==> src/rtl/fan_pid_scheduler.sv <==
// fan_pid_scheduler: divides the system clock into a PID update tick and a
// PWM clock enable, captures ADC samples and setpoints from a shared strobe
// bus, launches one PID update per tick and flags stale ADC data.
//
// Build option: define FANSEQ_EDGE_STROBE_EN to capture only on the rising
// edge of strobe_i (one capture per strobe pulse). Left undefined, every
// cycle with strobe_i high captures.
//
// Handshake with the PID datapath: pid_start_o is a one-cycle launch pulse
// (sent only from IDLE); the datapath answers with a one-cycle pid_done_i
// pulse, which is honoured only in BUSY. A tick that arrives while an update
// is outstanding is dropped and recorded in the sticky overrun_o flag.
module fan_pid_scheduler #(
    parameter int PID_CLK_DIV = 99_999,
    parameter int PWM_CLK_DIV = 13,
    parameter int STALE_LIMIT = 4
) (
    input  logic       clk_i,
    input  logic       rst_i,
    input  logic       ena_i,
    input  logic [7:0] data_i,
    input  logic       strobe_i,
    input  logic       config_i,
    input  logic       pid_done_i,
    output logic       clk_en_PWM_o,
    output logic       pid_start_o,
    output logic [7:0] ADC_value_o,
    output logic [7:0] SET_value_o,
    output logic       failsafe_o,
    output logic       overrun_o,
    output logic [1:0] state_o
);

    localparam int PID_W = (PID_CLK_DIV > 0) ? $clog2(PID_CLK_DIV + 1) : 1;
    localparam int PWM_W = (PWM_CLK_DIV > 0) ? $clog2(PWM_CLK_DIV + 1) : 1;
    localparam logic [3:0] STALE_MAX = 4'(STALE_LIMIT);

    typedef enum logic [1:0] {
        IDLE  = 2'b00,
        START = 2'b01,
        BUSY  = 2'b10
    } state_t;

    logic [PID_W-1:0] pid_cnt;
    logic [PWM_W-1:0] pwm_cnt;
    logic             pid_tick;
    logic             pwm_tick;
    logic             capture;
    logic [7:0]       adc_shadow;
    logic [7:0]       set_shadow;
    logic [3:0]       stale_q;
    logic [3:0]       stale_d;
    state_t           state_q;
    state_t           state_d;
    logic             start_pulse;

    assign pid_tick = (pid_cnt == PID_W'(PID_CLK_DIV));
    assign pwm_tick = (pwm_cnt == PWM_W'(PWM_CLK_DIV));

    // PID tick divider: free-running 0..PID_CLK_DIV, independent of ena_i
    always_ff @(posedge clk_i) begin
        if (rst_i || pid_tick) pid_cnt <= '0;
        else                   pid_cnt <= pid_cnt + 1'b1;
    end

    // PWM enable divider: free-running 0..PWM_CLK_DIV
    always_ff @(posedge clk_i) begin
        if (rst_i || pwm_tick) pwm_cnt <= '0;
        else                   pwm_cnt <= pwm_cnt + 1'b1;
    end

`ifdef FANSEQ_EDGE_STROBE_EN
    logic strobe_q;

    // Previous strobe level, used to detect the 0->1 transition
    always_ff @(posedge clk_i) begin
        if (rst_i) strobe_q <= 1'b0;
        else       strobe_q <= strobe_i;
    end

    assign capture = ena_i && strobe_i && !strobe_q;
`else
    assign capture = ena_i && strobe_i;
`endif

    // Shadow registers: config_i steers the bus to setpoint or ADC sample
    always_ff @(posedge clk_i) begin
        if (rst_i) begin
            adc_shadow <= 8'h00;
            set_shadow <= 8'h00;
        end else if (capture) begin
            if (config_i) set_shadow <= data_i;
            else          adc_shadow <= data_i;
        end
    end

    // Stale count: a fresh ADC capture beats a coincident tick
    always_comb begin
        stale_d = stale_q;
        if (capture && !config_i)               stale_d = 4'd0;
        else if (pid_tick && stale_q < STALE_MAX) stale_d = stale_q + 4'd1;
    end

    // Stale counter and failsafe flag registered from the same next value
    always_ff @(posedge clk_i) begin
        if (rst_i) begin
            stale_q    <= 4'd0;
            failsafe_o <= 1'b0;
        end else begin
            stale_q    <= stale_d;
            failsafe_o <= (stale_d == STALE_MAX);
        end
    end

    // FSM state register
    always_ff @(posedge clk_i) begin
        if (rst_i) state_q <= IDLE;
        else       state_q <= state_d;
    end

    // FSM next state and launch pulse; the unused encoding falls back to IDLE
    always_comb begin
        state_d     = IDLE;
        start_pulse = 1'b0;
        case (state_q)
            IDLE:    state_d = (pid_tick && ena_i) ? START : IDLE;
            START: begin
                start_pulse = 1'b1;
                state_d     = BUSY;
            end
            BUSY:    state_d = pid_done_i ? IDLE : BUSY;
            default: state_d = IDLE;
        endcase
    end

    // Snapshots load from the pre-update shadows while in START
    always_ff @(posedge clk_i) begin
        if (rst_i) begin
            ADC_value_o <= 8'h00;
            SET_value_o <= 8'h00;
        end else if (state_q == START) begin
            ADC_value_o <= adc_shadow;
            SET_value_o <= set_shadow;
        end
    end

    // Sticky overrun: a tick landing on an outstanding update is dropped
    always_ff @(posedge clk_i) begin
        if (rst_i)                                  overrun_o <= 1'b0;
        else if (pid_tick && (state_q != IDLE))     overrun_o <= 1'b1;
    end

    assign clk_en_PWM_o = pwm_tick;
    assign pid_start_o  = start_pulse;
    assign state_o      = state_q;

endmodule

==> config.mk <==
export PLATFORM = sky130hd
export DESIGN_NAME = fan_pid_scheduler
export DESIGN_NICKNAME = d
export VERILOG_FILES = /design/src/rtl/fan_pid_scheduler.sv
export SDC_FILE = /design/constraint.sdc
export NUM_CORES = 1
export LEC_CHECK = 0
export ABC_AREA = 0
export CAP_MARGIN = 10
export CORE_MARGIN = 10
export CORE_UTILIZATION = 30
export CTS_CLUSTER_DIAMETER = 120
export DETAILED_ROUTE_END_ITERATION = 10
export DONT_BUFFER_PORTS = 1
export PLACE_DENSITY_LB_ADDON = 0.05
export SYNTH_ARGS = -nofsm -noshare
export SYNTH_HDL_FRONTEND = slang
export SYNTH_SLANG_ARGS = --single-unit
==> constraint.sdc <==
create_clock -name clk_i -period 1.72 [get_ports clk_i]
set_clock_uncertainty 0.05 [all_clocks]
set_input_delay 0.344 -clock clk_i [delete_from_list [all_inputs] [get_ports clk_i]]
set_output_delay 0.344 -clock clk_i [all_outputs]
set_load 0.005 [all_outputs]
After elaboration in Yosys (flattened, before gate mapping)

Index checks and enable logic that the tools add are counted.

Bits in registers: 61
Logic and storage cells: 38

Add/sub/neg operators: 3
$lt $le $gt $ge: 1
Eq/ne operators: 5
Multiplexer cells: 6
Bitwise gates (word level): 1
Reductions and logical operators: 12

Operators by type and width:

| kind                                                | count |
|---|---|
| adder 17 x 1 -> 17 bit (second input constant)      | 1 |
| == test 17 bit (second input constant)              | 1 |
| adder 4 x 1 -> 4 bit (second input constant)        | 2 |
| two-way mux 4 bit                                   | 2 |
| case mux 2 bit (3 select lines)                     | 1 |
| logical AND 1 bit                                   | 5 |
| == test 4 x 3 -> 1 bit (second input constant)      | 1 |
| == test 4 bit (second input constant)               | 1 |
| < comparator 4 x 3 -> 1 bit (second input constant) | 1 |
| AND reduction 2 bit                                 | 2 |
| == test 2 x 1 -> 1 bit (second input constant)      | 1 |
| == test 2 bit (second input constant)               | 1 |
| zero test 2 bit                                     | 1 |
| logical OR 1 bit                                    | 2 |
| two-way mux 1 bit                                   | 2 |
| two-way mux 2 bit                                   | 1 |
| nonzero test 2 bit                                  | 1 |
| zero test 1 bit                                     | 1 |
| inverter 1 bit                                      | 1 |

Longest topological paths before layout

Gate-level depths: netlist (run 1).

Depth in word-level cells: 5
Gate-level depth with buffers: 7
Mapped depth without buffers: 5

Worst setup path before layout (run 1)

No wires, ideal clock.

Kind: reg-to-reg
From: register pid_cnt[0]
To: register pid_cnt[12]
Arrival time: 1.395 ns
Required time: 1.555 ns
Slack: 0.160 ns
Stages on the path, launching flop included: 8
Clock period less this slack: 1.560 ns
Path through: dfxtp_1 > ha_1 > and4_1 > buf_4 > nand4_1 > nand2b_1 > buf_4 > nor2_1

Longest elaborated chain between the ends: 2
Elaborated cells between the ends (all ways): 3
Those cells by class: add/sub (1); eq/ne (1); reduce/logical (1)

RTL lines:

| element                                                        | RTL line | source |
|---|---|---|
| start, declared                                                | 44       | `logic [PID_W-1:0] pid_cnt;` |
| start signal, assigned                                         | 63       | `else pid_cnt <= pid_cnt + 1'b1;` |
| branches (longest 2 deep; another with adder 17 x 1 -> 17 bit) | --       |  |

Parallel ways; which one is timed is not known.
A chain may end at the register's enable or synchronous reset.

Worst setup path in the final report (run 1)

From: register pid_cnt[1]
To: register stale_q[0]

Longest elaborated chain between the ends: 4

RTL lines:

| element              | RTL line | source |
|---|---|---|
| == test 17 bit       | 57       | `assign pid_tick = (pid_cnt == PID_W'(PID_CLK_DIV));` |
| logical AND 1 bit    | 101      | `else if (pid_tick && stale_q < STALE_MAX) stale_d = stale_q + 4'd1;` |
| two-way mux 4 bit    | 101      |  |
| two-way mux 4 bit    | 100      | `if (capture && !config_i) stale_d = 4'd0;` |
| end signal, assigned | 110      | `stale_q <= stale_d;` |
| end, declared        | 51       | `logic [3:0] stale_q;` |

Every way passes these cells.

==> results of run 1 <==
-- critical path, delay by kind of cell (launching register included) --
kind	cells	cell delay, ps
and+or+nand+nor	3	720
muxes	1	210
adders and majority gates	1	160
DFF	1	380
-- report_power, final --
group | total, W | internal [W] | switching [W] | leakage [nW]
clock network | 0.00144 | 0.000853 | 0.000586 | 0.112
logic | 0.0000839 | 0.0000396 | 0.0000444 | 0.455
registers | 0.00146 | 0.00144 | 0.0000204 | 0.494
-- routing by layer --
metal / routed length, um / part of all wire (%) / global-route usage (%)
met4: 88 / 1.5 / 4.46
met5: 0 / 0 / 0
met1: 2490 / 44 / 11.3
met3: 379 / 6.6 / 3.66
met2: 2760 / 48 / 15.9
-- per-stage QoR --
step / total power [W] / setup WS [ps] / cells / hold slack [ps]
6_report: 0.00298 / 126 / 389 / 20.2
5_1_grt: 0.00309 / 9.83 / 389 / 3.70
4_1_cts: 0.00301 / 24.0 / 387 / 2.86
3_5_place_dp: 0.00156 / 55.5 / 371 / 373
3_3_place_gp: 0.00156 / 105 / 371 / 370
2_1_floorplan: 0.00156 / 160 / 267 / 380
-- worst max-delay path by stage --
stage               startpoint           to  slack, ps  depth (start not counted)
finish              pid_cnt[1]   stale_q[0]        130                          5
global placement    pid_cnt[0]   stale_q[0]        100                          5
global route        state_o[1]  pid_start_o         10                          3
CTS                 pid_cnt[0]   stale_q[0]         20                          5
floorplan           pid_cnt[0]  pid_cnt[12]        160                          7
detailed placement  pid_cnt[0]   stale_q[0]         60                          5
-- kinds of logic (layout without fill, tap and decap cells) --
group	Yosys count	count (layout)	synth area share [%]
buf+inv	16	36	3.25
mux	10	10	4.19
fa+ha+maj	4	4	2.09
xor+xnor	14	14	5.13
flops	61	61	51.1
compound gates	35	35	7.75
simple gates	127	127	26.5
-- final cells by class --
cell class	count	area share [%]
Clock buffer	10	4.86
Clock inverter	6	3.05
Inverter	5	0.662
Multi-Input combinational cell	190	39.6
Sequential cell	61	43.1
Tap cell	102	4.50
Timing Repair Buffer	15	4.15
-- what timing repair did --
| action | 4_1_cts | 5_1_grt |
|---|---|---|
| gates resized for setup | 0 | 8 |
| hold buffers | 0 | 2 |
| setup endpoints to repair | 0 | 16 |
| hold endpoints to repair | 0 | 7 |
-- cell usage in the layout (no fill, tap or decap), drive strengths merged --
| master | count |
|---|---|
| mux2i | 10 |
| nand2b | 2 |
| a21oi | 30 |
| nand3 | 6 |
| a22o | 1 |
| and3 | 5 |
| nor4b | 4 |
| xnor2 | 8 |
| xor2 | 6 |
| dlygate4sd3 | 2 |
| nand3b | 1 |
| clkbuf | 10 |
| buf | 13 |
| clkinv | 4 |
| nor4 | 1 |
| nand4 | 4 |
| and4 | 4 |
| ha | 4 |
| nand2 | 56 |
| and3b | 1 |
| clkinvlp | 1 |
| or2 | 2 |
| and4bb | 1 |
| o21ai | 2 |
| bufinv | 2 |
| inv | 4 |
| or3b | 2 |
| dfxtp | 61 |
| nand4b | 1 |
| or3 | 2 |
| nor3 | 4 |
| nor4bb | 1 |
| o21a | 1 |
| o41ai | 1 |
| nor2 | 30 |
-- state kept, by name (all words and copies together), names as in the netlist --
name         count
failsafe_o       1
ADC_value_o      8
pwm_cnt          4
state_o          2
adc_shadow       8
pid_cnt         17
overrun_o        1
SET_value_o      8
set_shadow       8
stale_q          4
==> summary.txt, run 1 <==
Setup path
  • End of the worst register-to-register path: stale_q[0]
  • Kind of end point of the critical path: flop
  • Data arrival time of the critical path: 1810 ps
  • Startpoint of the lowest-slack register-to-register path: pid_cnt[1]
  • Cell with the largest stage delay on the worst path: sky130_fd_sc_hd__dfxtp_1
  • Worst reg-to-reg setup slack: 130 ps
  • Maximum fanout encountered on the critical timing path: 4
  • Crit path launch type: flop
  • Cells on worst reg2reg path: 5
  • Cells along the critical path: ha_4, and4_4, nand4_1, nor3_2, mux2i_1
  • Data required time of the worst path: between 1500 and 2000 ps
  • CP Class: flop to flop
  • Biggest cell delay along the critical path: between 300 and 400 ps

Clocking
  • Clock net sink count: 61
  • Clock-pin slew on the worst setup and hold paths: 70 ps
  • Insertion delay of the later-clocked pin in the worst-skew pair: roughly 330 ps
  • Post-CTS Repair Setup Buffers: 0
  • Total CTS buffers: 9
  • Count of H-tree levels built during CTS: 3
  • Buffer levels on the longest clock path: 2
  • Clock tree from TritonCTS: built
  • Master cell of the clock root buffer: sky130_fd_sc_hd__clkbuf_8

Power
  • Ratio of total power to cell area: 1050 mW/mm^2
  • Max rail drop VDD: 0.000422 V
  • Leak Pwr: around 1.1 nW

Routing
  • Average vias per placed instance: 4.68
  • Number of nets with antenna violations after routing: 0
  • Initial DRT Pass Iterations: 4
  • First DRT Iteration DRCs: 28
  • Detailed-route via count: ~1,800
  • Total DRC errors in the routed layout: 0
  • Wire length after detailed routing: 5.72 mm
  • Detail-routed net length per standard cell: approximately 15 um

Placed design
  • Port-buffer cells: 0
  • Detailed placement HPWL: ~4 mm
  • Last weighted congestion value of the routability-driven placer: 0.680
  • Post-placement cell area: between 0.002 and 0.003 mm^2

Final layout
  • Sequential cell area in the final layout: between 0.001 and 0.0015 mm^2
  • Post-route cell area: between 0.002 and 0.003 mm^2
  • Final design utilization: 36.7%
  • Fraction of final layout cells sized beyond drive strength 1: about 15%
  • Area growth from synthesis to final layout: 18.6%
  • Antenna Cells: 0
  • Area used by multi-input combinational logic: 0.00112 mm^2
  • Final layout net count: 300
  • Layout filler cell count: 822

STA
  • Highest Clock Rate: 627 MHz
  • Setup TNS: 0 ps
  • Final max-slew violation count: 0
  • Unrepaired setup endpoints after global routing: false
  • Worst slew pin tran: roughly 420 ps
  • Tcrit/Tclk final: 92.7%
  • Slew Limit Headroom: a little under three quarters
  • Hold Violations, Final: 0
  • Shortest period the worst path allows: 1590 ps
  • Final number of setup-violating endpoints: 0

Synthesis
  • Netlist area before placement: 0.00239 mm^2
  • Nets in the synthesized netlist: 285
  • Largest area contributor in the netlist: sky130_fd_sc_hd__dfxtp_1
  • Average cell area after synthesis: 8.95 um^2
  • Share of the synthesized area in the top cell type: 51.1%
  • Biggest area contributors in the synthesized netlist: sky130_fd_sc_hd__dfxtp_1 (51%), sky130_fd_sc_hd__nand2_1 (8.8%), sky130_fd_sc_hd__a21oi_1 (6.3%)
  • Distinct cell type count after synthesis: 38
  • Number of enable-type register cells in the synthesized netlist: 0
  • Yosys warning total: 0
  • Number of instances in the synthesized netlist: 267
  • Async set-reset flop share out of synthesis: 0%
  • Most numerous cell in the Yosys netlist: sky130_fd_sc_hd__dfxtp_1
  • Total of flip-flops plus latches after synthesis: between 60 and 70
  • Top post-synthesis cells by count: sky130_fd_sc_hd__dfxtp_1 (61), sky130_fd_sc_hd__nand2_1 (56), sky130_fd_sc_hd__a21oi_1 (30), sky130_fd_sc_hd__nor2_1 (30), sky130_fd_sc_hd__mux2i_1 (10)
  • Top flip-flop cell by instance count after synthesis: sky130_fd_sc_hd__dfxtp_1
  • Fraction of the yosys area taken by sequential cells: 51.1%

Global routing
  • Global-route total usage across every layer: about a tenth
  • Number of antenna violations at the first check in global routing: 0
  • Grt total ovfl: 0
  • Via count of the first global-routing pass: 1,789
  • Global-route wire length before repair: 9.06 mm
  • Pin count of the biggest net entering global routing: 44

Floorplan
  • Initial cell density of the core: between 30% and 40%
  • Standard cell core area: between 0.007 and 0.008 mm^2
  • Die ar.: 0.0119 mm^2
  • Row Count: 32
  • Die Ht: 109 um
  • Total I/O pin count: 36
  • Die W: 109 um

Min path
  • Startpoint of the lowest-slack hold path: rst_i
  • Hold WC Path Type: input pin to flop
  • Hold path depth: 1
  • Hold Path Sink: ADC_value_o[7]

Job
  • Number of max-cap violations: 0

Outcome
  • Result of the run: finished clean
(Power assumes the default switching activity.)
==> run 2: changes to the inputs <==
- SLEW_MARGIN: default -> 20
==> results of run 2 <==
No change in the layout: final DEF, timing and power equal those of run 1.
==> run 3: changes to the inputs <==
- GPL_ROUTABILITY_DRIVEN: default -> 0
- SLEW_MARGIN: 20 -> 10
==> results of run 3 <==
No change in the layout: final DEF, timing and power equal those of run 1.
==> variant (settings of run 3) <==
The option `FANSEQ_EDGE_STROBE_EN` is turned on by a define.
--- a/src/rtl/fan_pid_scheduler.sv
+++ b/src/rtl/fan_pid_scheduler.sv
@@ -12,2 +12,4 @@
 // is outstanding is dropped and recorded in the sticky overrun_o flag.
+`define FANSEQ_EDGE_STROBE_EN
+
 module fan_pid_scheduler #(
Check against the original RTL: same outputs for any inputs over 10 cycles, from zero or initial values and one cycle with rst_i high; that may be too few to reach the edited logic, so the function may still have changed.
==> variant against run 3 <==
Final area grew 2.0%; sequential share of layout area is essentially flat; total power up 3.9%; critical path depth grew 1; area after synthesis increased by 1.2%; sequential cell count increased by 1; routed wire length down 4.6%; worst setup slack got worse by 0.080 ns; critical path type unchanged; critical endpoint is now failsafe_o$_SDFF_PP0_.
==> variant: results (changes against run 3) <==
most common library cells after synthesis 74 x nand2_1, 62 x dfxtp_1, 36 x a21oi_1, 25 x nor2_1, 11 x xor2_1 (was 61 x dfxtp_1, 56 x nand2_1, 30 x a21oi_1, 30 x nor2_1, 10 x mux2i_1); cell count after placement 385 (was 371); antenna violations before repair 0 (unchanged); clk buf depth 2 (unchanged); warnings from Yosys 0 (unchanged); Mapped Nets 298 (was 285); worst hold path type input port to register (unchanged); outcome finished clean (unchanged); CTS clk-pin slew, worst paths 0.07 ns (about the same); Total GRT Usage 9.23% (was 9.81%); vias in the first global route 1772 (was 1789); number of buffers created by CTS 9 (unchanged); static leakage 0.00103 uW (was 0.00106 uW); Max FO, Critical Path 3 (was 4); H-tree levels 3 (unchanged); First-pass DRT Iterations 5 (was 4); Final nets 313 (was 300); fraction of layout instances using a drive strength above 1 15.7% (was 14.6%); Post-Synthesis Cells 280 (was 267); via count 1858 (was 1819); worst skew pair latency ~0.34 ns; worst setup slack after placement 0.0281 ns (was 0.0555 ns); post-DP HPWL 3750 um (was 4040 um); Iteration-0 DRC Markers 58 (was 28); Post-CTS Setup Inserts 0 (unchanged); fillers 831 (was 822); grt ovf 0 (unchanged); largest register by flop count pid_cnt (unchanged); Post-Layout Cell Count 402 (was 389); Least-Margin Pin Slew 0.329 ns (was 0.420 ns); CP arrival 1.86 ns (was 1.81 ns); clk root buf clkbuf_8 (unchanged); max FFs per register 17 (unchanged); maximum VDD drop 0.000514 V (was 0.000422 V); largest net degree at the start of global routing 47 (was 44); count of cell types in the netlist 36 (was 38); port bufs 0 (unchanged); ys flop type dfxtp_1 (unchanged); routed len/inst 13.6 um (was 14.7 um); DP Area 2620 um^2 (was 2560 um^2); n_diodes 0 (unchanged); # resized after CTS 0 (unchanged); synth top area cells dfxtp_1 51%, nand2_1 11%, a21oi_1 7.5% (was dfxtp_1 51%, nand2_1 8.8%, a21oi_1 6.3%); ys async rst share 0% (unchanged); first-pass GRT wire length 8610 um (was 9060 um); Seq/Total Area, Yosys 51.3% (was 51.1%)
[variant: cells by family after synthesis]
| group | share of synthesized area [%] |
|---|---|
| and+or+nand+nor | 28.9 |
| DFF | 51.3 |
| AOI/OAI and AO/OA | 8.13 |
| buffers and inverters | 3.16 |
| xor gates and xnor gates | 5.80 |
| adders and majority gates | 2.07 |
| muxes | 0.621 |
[variant: final timing paths]
| path | cells after the start | startpoint | end | slack (ns) |
|---|---|---|---|---|
| worst max-delay path | 6 | pid_cnt[1]$_SDFF_PP0_ | failsafe_o$_SDFF_PP0_ | 0.05 |
| worst min-delay path | 1 | rst_i | stale_q[1]$_SDFF_PP0_ | 0.03 |
| worst min register to register | 2 | adc_shadow[5]$_SDFFE_PP0N_ | ADC_value_o[5]$_SDFFE_PP0P_ | 0.40 |
| worst max register to register | 6 | pid_cnt[1]$_SDFF_PP0_ | failsafe_o$_SDFF_PP0_ | 0.05 |
[variant: where the power goes]
part / switching, uW / internal [uW] / total, uW
clock: 575 / 960 / 1540
sequential: 20.6 / 1460 / 1480
combinational: 39.9 / 38.8 / 78.7
[variant: cell type report]
class | instances | area (um^2) | share of cell area, %
clock buffers | 10 | 128 | 4.41
flip-flops and latches | 62 | 1250 | 43.1
clock inverters | 6 | 110 | 3.81
repair buffers | 16 | 135 | 4.67
inverters | 6 | 22.5 | 0.779
well taps | 102 | 128 | 4.41
multi-input cells | 200 | 1120 | 38.8
[variant: metal layers]
layer	GRT usage [%]	share of wire, %	vias to the layer above
li1	-	-	954
met1	9.76	42	853
met2	15.2	48	37
met3	4.62	8.9	14
met4	4.18	1.7	0
met5	0	0	-
[variant: critical path: stages (launching register included)]
cell	delay, ns
dfxtp_4	0.37
ha_4	0.15
and4_4	0.25
nand4_4	0.09
nor3_4	0.20
mux2_4	0.32
and3_4	0.14
